==> config.mk <==
export PLATFORM = sky130hd
export DESIGN_NAME = host_decoupled_bridge_flat
export DESIGN_NICKNAME = d
export VERILOG_FILES = /design/src/rtl/host_decoupled_bridge_if.sv /design/src/rtl/host_decoupled_bridge.sv /design/src/flat_wrapper.sv
export SDC_FILE = /design/constraint.sdc
export NUM_CORES = 1
export LEC_CHECK = 0
export CAP_MARGIN = 20
export CORE_MARGIN = 3
export CORE_UTILIZATION = 46
export DETAILED_ROUTE_END_ITERATION = 10
export GPL_ROUTABILITY_DRIVEN = 0
export PLACE_DENSITY = 0.85
export SLEW_MARGIN = 20
export SYNTH_ARGS = -nofsm -noshare
export SYNTH_HDL_FRONTEND = slang
export SYNTH_SLANG_ARGS = --single-unit
==> constraint.sdc <==
create_clock -name clock -period 4.4 [get_ports clock]
set_input_delay 0.88 -clock clock [delete_from_list [all_inputs] [get_ports clock]]
set_output_delay 0.88 -clock clock [all_outputs]
set_load 0.1 [all_outputs]
==> src/rtl/host_decoupled_bridge_if.sv <==
// Signal bundle between host endpoints, the emulator's decoupled ports and the bridge.
// master = host/emulator side, slave = bridge side.
interface host_decoupled_bridge_if #(
  parameter int HOST_W    = 16,
  parameter int IN_WORDS  = 2,
  parameter int OUT_WORDS = 1
);
  logic [IN_WORDS*HOST_W-1:0]  host_in_words;
  logic                        host_in_toggle;
  logic                        host_in_ack;
  logic                        deq_valid;
  logic                        deq_ready;
  logic [IN_WORDS*HOST_W-1:0]  deq_bits;
  logic                        enq_valid;
  logic                        enq_ready;
  logic [OUT_WORDS*HOST_W-1:0] enq_bits;
  logic [OUT_WORDS*HOST_W-1:0] host_out_words;
  logic                        host_out_toggle;
  logic                        host_out_ack;
  logic [15:0]                 in_count;
  logic [15:0]                 out_count;

  modport master (
    output host_in_words, host_in_toggle, deq_ready, enq_valid, enq_bits, host_out_ack,
    input  host_in_ack, deq_valid, deq_bits, enq_ready, host_out_words, host_out_toggle,
           in_count, out_count
  );

  modport slave (
    input  host_in_words, host_in_toggle, deq_ready, enq_valid, enq_bits, host_out_ack,
    output host_in_ack, deq_valid, deq_bits, enq_ready, host_out_words, host_out_toggle,
           in_count, out_count
  );
endinterface

==> src/rtl/host_decoupled_bridge.sv <==
// Toggle-handshake bridge between host wire endpoints and emulator ready/valid ports.
// One host toggle commit yields exactly one transfer in each direction.
//
// state   | meaning
// I_IDLE  | no ingress payload held; waiting for host toggle to differ from ack
// I_HOLD  | ingress payload presented on deq_bits with deq_valid=1
// E_EMPTY | egress holding register free; enq_ready=1
// E_FULL  | egress payload held for host; waiting for host ack to match toggle
module host_decoupled_bridge #(
  parameter int HOST_W      = 16,
  parameter int IN_WORDS    = 2,
  parameter int OUT_WORDS   = 1,
  parameter int SYNC_STAGES = 2
) (
  input logic                 clock,
  input logic                 reset,
  host_decoupled_bridge_if.slave bus
);
  typedef enum logic {I_IDLE, I_HOLD} in_state_t;
  typedef enum logic {E_EMPTY, E_FULL} out_state_t;

  in_state_t                   in_state;
  out_state_t                  out_state;
  logic [SYNC_STAGES-1:0]      tin_sync;
  logic [SYNC_STAGES-1:0]      oack_sync;
  logic                        tin_s;
  logic                        oack_s;
  logic [IN_WORDS*HOST_W-1:0]  deq_bits_q;
  logic                        in_ack_q;
  logic [15:0]                 in_cnt;
  logic                        enq_ready_q;
  logic [OUT_WORDS*HOST_W-1:0] out_words_q;
  logic                        out_tog_q;
  logic [15:0]                 out_cnt;

  always_ff @(posedge clock) begin
    if (reset) begin
      tin_sync  <= '0;
      oack_sync <= '0;
    end else begin
      tin_sync  <= {tin_sync[SYNC_STAGES-2:0], bus.host_in_toggle};
      oack_sync <= {oack_sync[SYNC_STAGES-2:0], bus.host_out_ack};
    end
  end

  assign tin_s  = tin_sync[SYNC_STAGES-1];
  assign oack_s = oack_sync[SYNC_STAGES-1];

  always_ff @(posedge clock) begin
    if (reset) begin
      in_state   <= I_IDLE;
      deq_bits_q <= '0;
      in_ack_q   <= 1'b0;
      in_cnt     <= '0;
    end else begin
      unique case (in_state)
        I_IDLE: begin
          if (tin_s != in_ack_q) begin
            deq_bits_q <= bus.host_in_words;
            in_state   <= I_HOLD;
          end
        end
        I_HOLD: begin
          if (bus.deq_ready) begin
            in_ack_q <= ~in_ack_q;
            in_cnt   <= in_cnt + 16'd1;
            in_state <= I_IDLE;
          end
        end
      endcase
    end
  end

  // enq_ready is a separate flop so it stays low for the cycle right after reset
  always_ff @(posedge clock) begin
    if (reset) begin
      out_state   <= E_EMPTY;
      enq_ready_q <= 1'b0;
      out_words_q <= '0;
      out_tog_q   <= 1'b0;
      out_cnt     <= '0;
    end else begin
      unique case (out_state)
        E_EMPTY: begin
          if (enq_ready_q && bus.enq_valid) begin
            out_words_q <= bus.enq_bits;
            out_tog_q   <= ~out_tog_q;
            out_cnt     <= out_cnt + 16'd1;
            enq_ready_q <= 1'b0;
            out_state   <= E_FULL;
          end else begin
            enq_ready_q <= 1'b1;
          end
        end
        E_FULL: begin
          if (oack_s == out_tog_q) begin
            enq_ready_q <= 1'b1;
            out_state   <= E_EMPTY;
          end
        end
      endcase
    end
  end

  assign bus.deq_valid       = (in_state == I_HOLD);
  assign bus.deq_bits        = deq_bits_q;
  assign bus.host_in_ack     = in_ack_q;
  assign bus.in_count        = in_cnt;
  assign bus.enq_ready       = enq_ready_q;
  assign bus.host_out_words  = out_words_q;
  assign bus.host_out_toggle = out_tog_q;
  assign bus.out_count       = out_cnt;
endmodule

==> src/flat_wrapper.sv <==
// flat-port wrapper written by rule: the top's interface ports become plain ports
module host_decoupled_bridge_flat 
#(
  parameter int HOST_W      = 16,
  parameter int IN_WORDS    = 2,
  parameter int OUT_WORDS   = 1,
  parameter int SYNC_STAGES = 2
)
  (clock, reset, bus_host_in_words, bus_host_in_toggle, bus_deq_ready, bus_enq_valid, bus_enq_bits, bus_host_out_ack, bus_host_in_ack, bus_deq_valid, bus_deq_bits, bus_enq_ready, bus_host_out_words, bus_host_out_toggle, bus_in_count, bus_out_count);
  host_decoupled_bridge_if #(.HOST_W(HOST_W), .IN_WORDS(IN_WORDS), .OUT_WORDS(OUT_WORDS)) bus_i ();
  input logic clock;
  input logic reset;
  input wire logic [$bits(bus_i.host_in_words)-1:0] bus_host_in_words;
  input wire logic [$bits(bus_i.host_in_toggle)-1:0] bus_host_in_toggle;
  input wire logic [$bits(bus_i.deq_ready)-1:0] bus_deq_ready;
  input wire logic [$bits(bus_i.enq_valid)-1:0] bus_enq_valid;
  input wire logic [$bits(bus_i.enq_bits)-1:0] bus_enq_bits;
  input wire logic [$bits(bus_i.host_out_ack)-1:0] bus_host_out_ack;
  output wire logic [$bits(bus_i.host_in_ack)-1:0] bus_host_in_ack;
  output wire logic [$bits(bus_i.deq_valid)-1:0] bus_deq_valid;
  output wire logic [$bits(bus_i.deq_bits)-1:0] bus_deq_bits;
  output wire logic [$bits(bus_i.enq_ready)-1:0] bus_enq_ready;
  output wire logic [$bits(bus_i.host_out_words)-1:0] bus_host_out_words;
  output wire logic [$bits(bus_i.host_out_toggle)-1:0] bus_host_out_toggle;
  output wire logic [$bits(bus_i.in_count)-1:0] bus_in_count;
  output wire logic [$bits(bus_i.out_count)-1:0] bus_out_count;
  assign bus_i.host_in_words = bus_host_in_words;
  assign bus_i.host_in_toggle = bus_host_in_toggle;
  assign bus_i.deq_ready = bus_deq_ready;
  assign bus_i.enq_valid = bus_enq_valid;
  assign bus_i.enq_bits = bus_enq_bits;
  assign bus_i.host_out_ack = bus_host_out_ack;
  assign bus_host_in_ack = bus_i.host_in_ack;
  assign bus_deq_valid = bus_i.deq_valid;
  assign bus_deq_bits = bus_i.deq_bits;
  assign bus_enq_ready = bus_i.enq_ready;
  assign bus_host_out_words = bus_i.host_out_words;
  assign bus_host_out_toggle = bus_i.host_out_toggle;
  assign bus_in_count = bus_i.in_count;
  assign bus_out_count = bus_i.out_count;
  host_decoupled_bridge #(.HOST_W(HOST_W), .IN_WORDS(IN_WORDS), .OUT_WORDS(OUT_WORDS), .SYNC_STAGES(SYNC_STAGES)) u_core (.clock(clock), .reset(reset), .bus(bus_i));
endmodule
==> results.cfg <==
[setup_path]
path_max_fanout = 10
critical_path_class = reg -> out
path_cells = clkdlybuf4s50_1
crit_buf_inv = 1
cp_slowest_stage_delay_ns = 1.22
crit_arrival_ns = 2.09
worst_path_max_delay_cell = clkdlybuf4s50_1
critical_path.endpoint_type = output port
critPathTopFamily = buffers and inverters
critPathLaunchType = flop
critical_path_required_ns = 3.52

[clock_tree]
cts_made_buffers = 9
worstSkewPairLatency_ns = 0.34
clock-sinks = 89
root_buffer = clkbuf_8
clk_pin_slew_ns = 0.08
cts_resized = 0
hold_buffers = 0
cts_max_path_buffers = 2
cts_setup_buffers = 0
h-tree-depth = 3
cts_tree = done

[yosys]
synth_cell_types = 36
synth.top_cells.by_area = dfxtp_1 53%, nand2_1 12%, a21oi_1 8.6%, xor2_1 4.9%, nor2_1 3.0%
synth_top_cell_by_area = dfxtp_1
synthTopCellsByCount = 110 x nand2_1, 89 x dfxtp_1, 58 x a21oi_1
synth_edf_count = 0
synthesis.nets = 460
yosys_register_bits = 89
synthFlopType = dfxtp_1
async_flop_share = 0
avgSynthCellArea_um2 = 8.39
ys_warn_count = 0
yosysSeqAreaShare = 0.526
synth_top_area_frac = 0.526
syn-cell-area_mm2 = 0.00339
yosysMostFrequentCell = nand2_1
synth_cells = 404

[timing]
tns_ns = 0
worst_pin_slew_ns = 1.01
setup_violations = 0
relSlewSlack = 0.323
timing.final.crit_share = 0.674
finalCriticalPeriod_ns = 2.97
finalHoldViolations = 0
skew_ns = 0.00924
drv_slew = 0
holdWs_ns = 0.445
max_freq_mhz = 337
grt_setup_unrepaired = no

[place]
place_area_mm2 = 0.00479
io_buffer_count = 137
dpl.hpwl_um = 6230

[global_route]
grt_use_met3 = 0.0747
gr-total-overflow = 0
use_met1 = 0.237
grt_pass1_wl_um = 14500
met2_usage = 0.361
grt-busiest-layer = met2
antenna_found_initial = 0
grt_pass1_vias = 3133
track_usage = 0.208
grt_max_degree = 53

[cells_and_area]
syn2layout_area_growth_pct = 47.0
layout.area.seq_mm2 = 0.00178
final_nets = 584
fin_area_mm2 = 0.00498
final_util = 0.714
diodes = 0
multi_input_area_mm2 = 0.00150
nFillCells = 566
drive_gt1_frac = 0.0451

[routing]
drt_pass1_iterations = 4
routed_wl_um = 8670
first_iter_violations = 96
route.detailed.drc = 0
ant_nets = 0
via_per_inst = 5.03
vias = 3157
wl_per_cell_um = 13.8

[run]
cap_violations = 0

[pwr]
power.density_mw_per_mm2 = 372
leakagePower_nw = 1.73
ir_drop_mv = 0.276
p_total_mw = 1.85

[floorplanning]
pin_count = 138
rows = 30
fp.dieH_um = 91.8
die_w_um = 91.8
die_area_mm2 = 0.00843
fp.coreArea_mm2 = 0.00698
start_util = 0.485

[min_path]
hold_class = reg -> reg

[run_status]
status = finished, final reports clean
==> flip-flops by register name, indices dropped and copies added (netlist names) <==
signal	flops
u_core.tin_sync	2
u_core.out_state	1
u_core.bus.out_count	16
u_core.bus.deq_bits	32
u_core.bus.in_count	16
u_core.bus.host_out_words	16
u_core.bus.host_in_ack	1
u_core.bus.enq_ready	1
u_core.oack_sync	2
u_core.bus.deq_valid	1
u_core.bus.host_out_toggle	1
==> through the flow <==
step | setup slack, ns | std cells
finish | 1.43 | 628
global route | 1.38 | 628
CTS | 1.42 | 628
detailed placement | 1.75 | 613
global placement | 1.79 | 613
floorplan | 2.06 | 404
==> cell type report <==
| type | instances | share of cell area |
|---|---|---|
| Clock buffer | 13 | 0.0319 |
| Tap cell | 96 | 0.0241 |
| Timing Repair Buffer | 138 | 0.276 |
| Multi-Input combinational cell | 288 | 0.302 |
| Sequential cell | 89 | 0.358 |
| Clock inverter | 2 | 0.00753 |
| Inverter | 2 | 0.00151 |
==> cell usage in the layout, fill, tap and decap left out, types with 2 or more instances in the layout <==
cell / instances
nor2_1: 27
mux2_2: 2
nand4_1: 9
and2_1: 2
o21ai_0: 6
and3_1: 2
ha_1: 2
clkbuf_8: 11
xnor2_1: 6
and4_1: 3
nor3_1: 3
nand2_1: 110
dfxtp_1: 89
or4_1: 2
inv_1: 2
or3_1: 4
nor4_1: 2
xor2_1: 19
nand3_1: 11
o31ai_1: 2
clkdlybuf4s50_1: 136
clkbuf_1: 2
a21oi_1: 58
nor2b_1: 6
==> path summary, 6_finish.rpt <==
path                                         from                                   end  slack, ns  cells after the start
setup reg to reg  u_core.bus.deq_valid$_SDFF_PP0_  u_core.bus.in_count[11]$_SDFFE_PP0P_       2.65                      4
hold / removal     u_core.oack_sync[0]$_SDFF_PP0_        u_core.oack_sync[1]$_SDFF_PP0_       0.44                      1
hold reg to reg    u_core.oack_sync[0]$_SDFF_PP0_        u_core.oack_sync[1]$_SDFF_PP0_       0.44                      1
setup / recovery  u_core.bus.deq_valid$_SDFF_PP0_                         bus_deq_valid       1.43                      1
==> kinds of logic (layout without fill, tap and decap cells) <==
group	Yosys count	in the layout	synth area share
AND/OR/NAND/NOR	192	192	0.261
flip-flops	89	89	0.526
AO/OA/AOI/OAI	67	67	0.101
buffers and inverters	27	155	0.0340
XOR/XNOR	25	25	0.0646
adder cells (fa/ha/maj)	2	2	0.00738
multiplexers	2	2	0.00664
==> report_power, final <==
group | total, mW | internal [mW] | switching [mW]
Clock | 0.558 | 0.291 | 0.266
Sequential | 0.862 | 0.839 | 0.0226
Combinational | 0.433 | 0.119 | 0.314
Total | 1.85 | 1.25 | 0.603
==> layer usage <==
layer | vias up | share of wire
met1 | 1451 | 0.39
met4 | 0 | 0.017
li1 | 1582 | -
met5 | - | 0
met2 | 112 | 0.50
met3 | 12 | 0.094
Note: power is estimated with default switching activity, not from simulation.
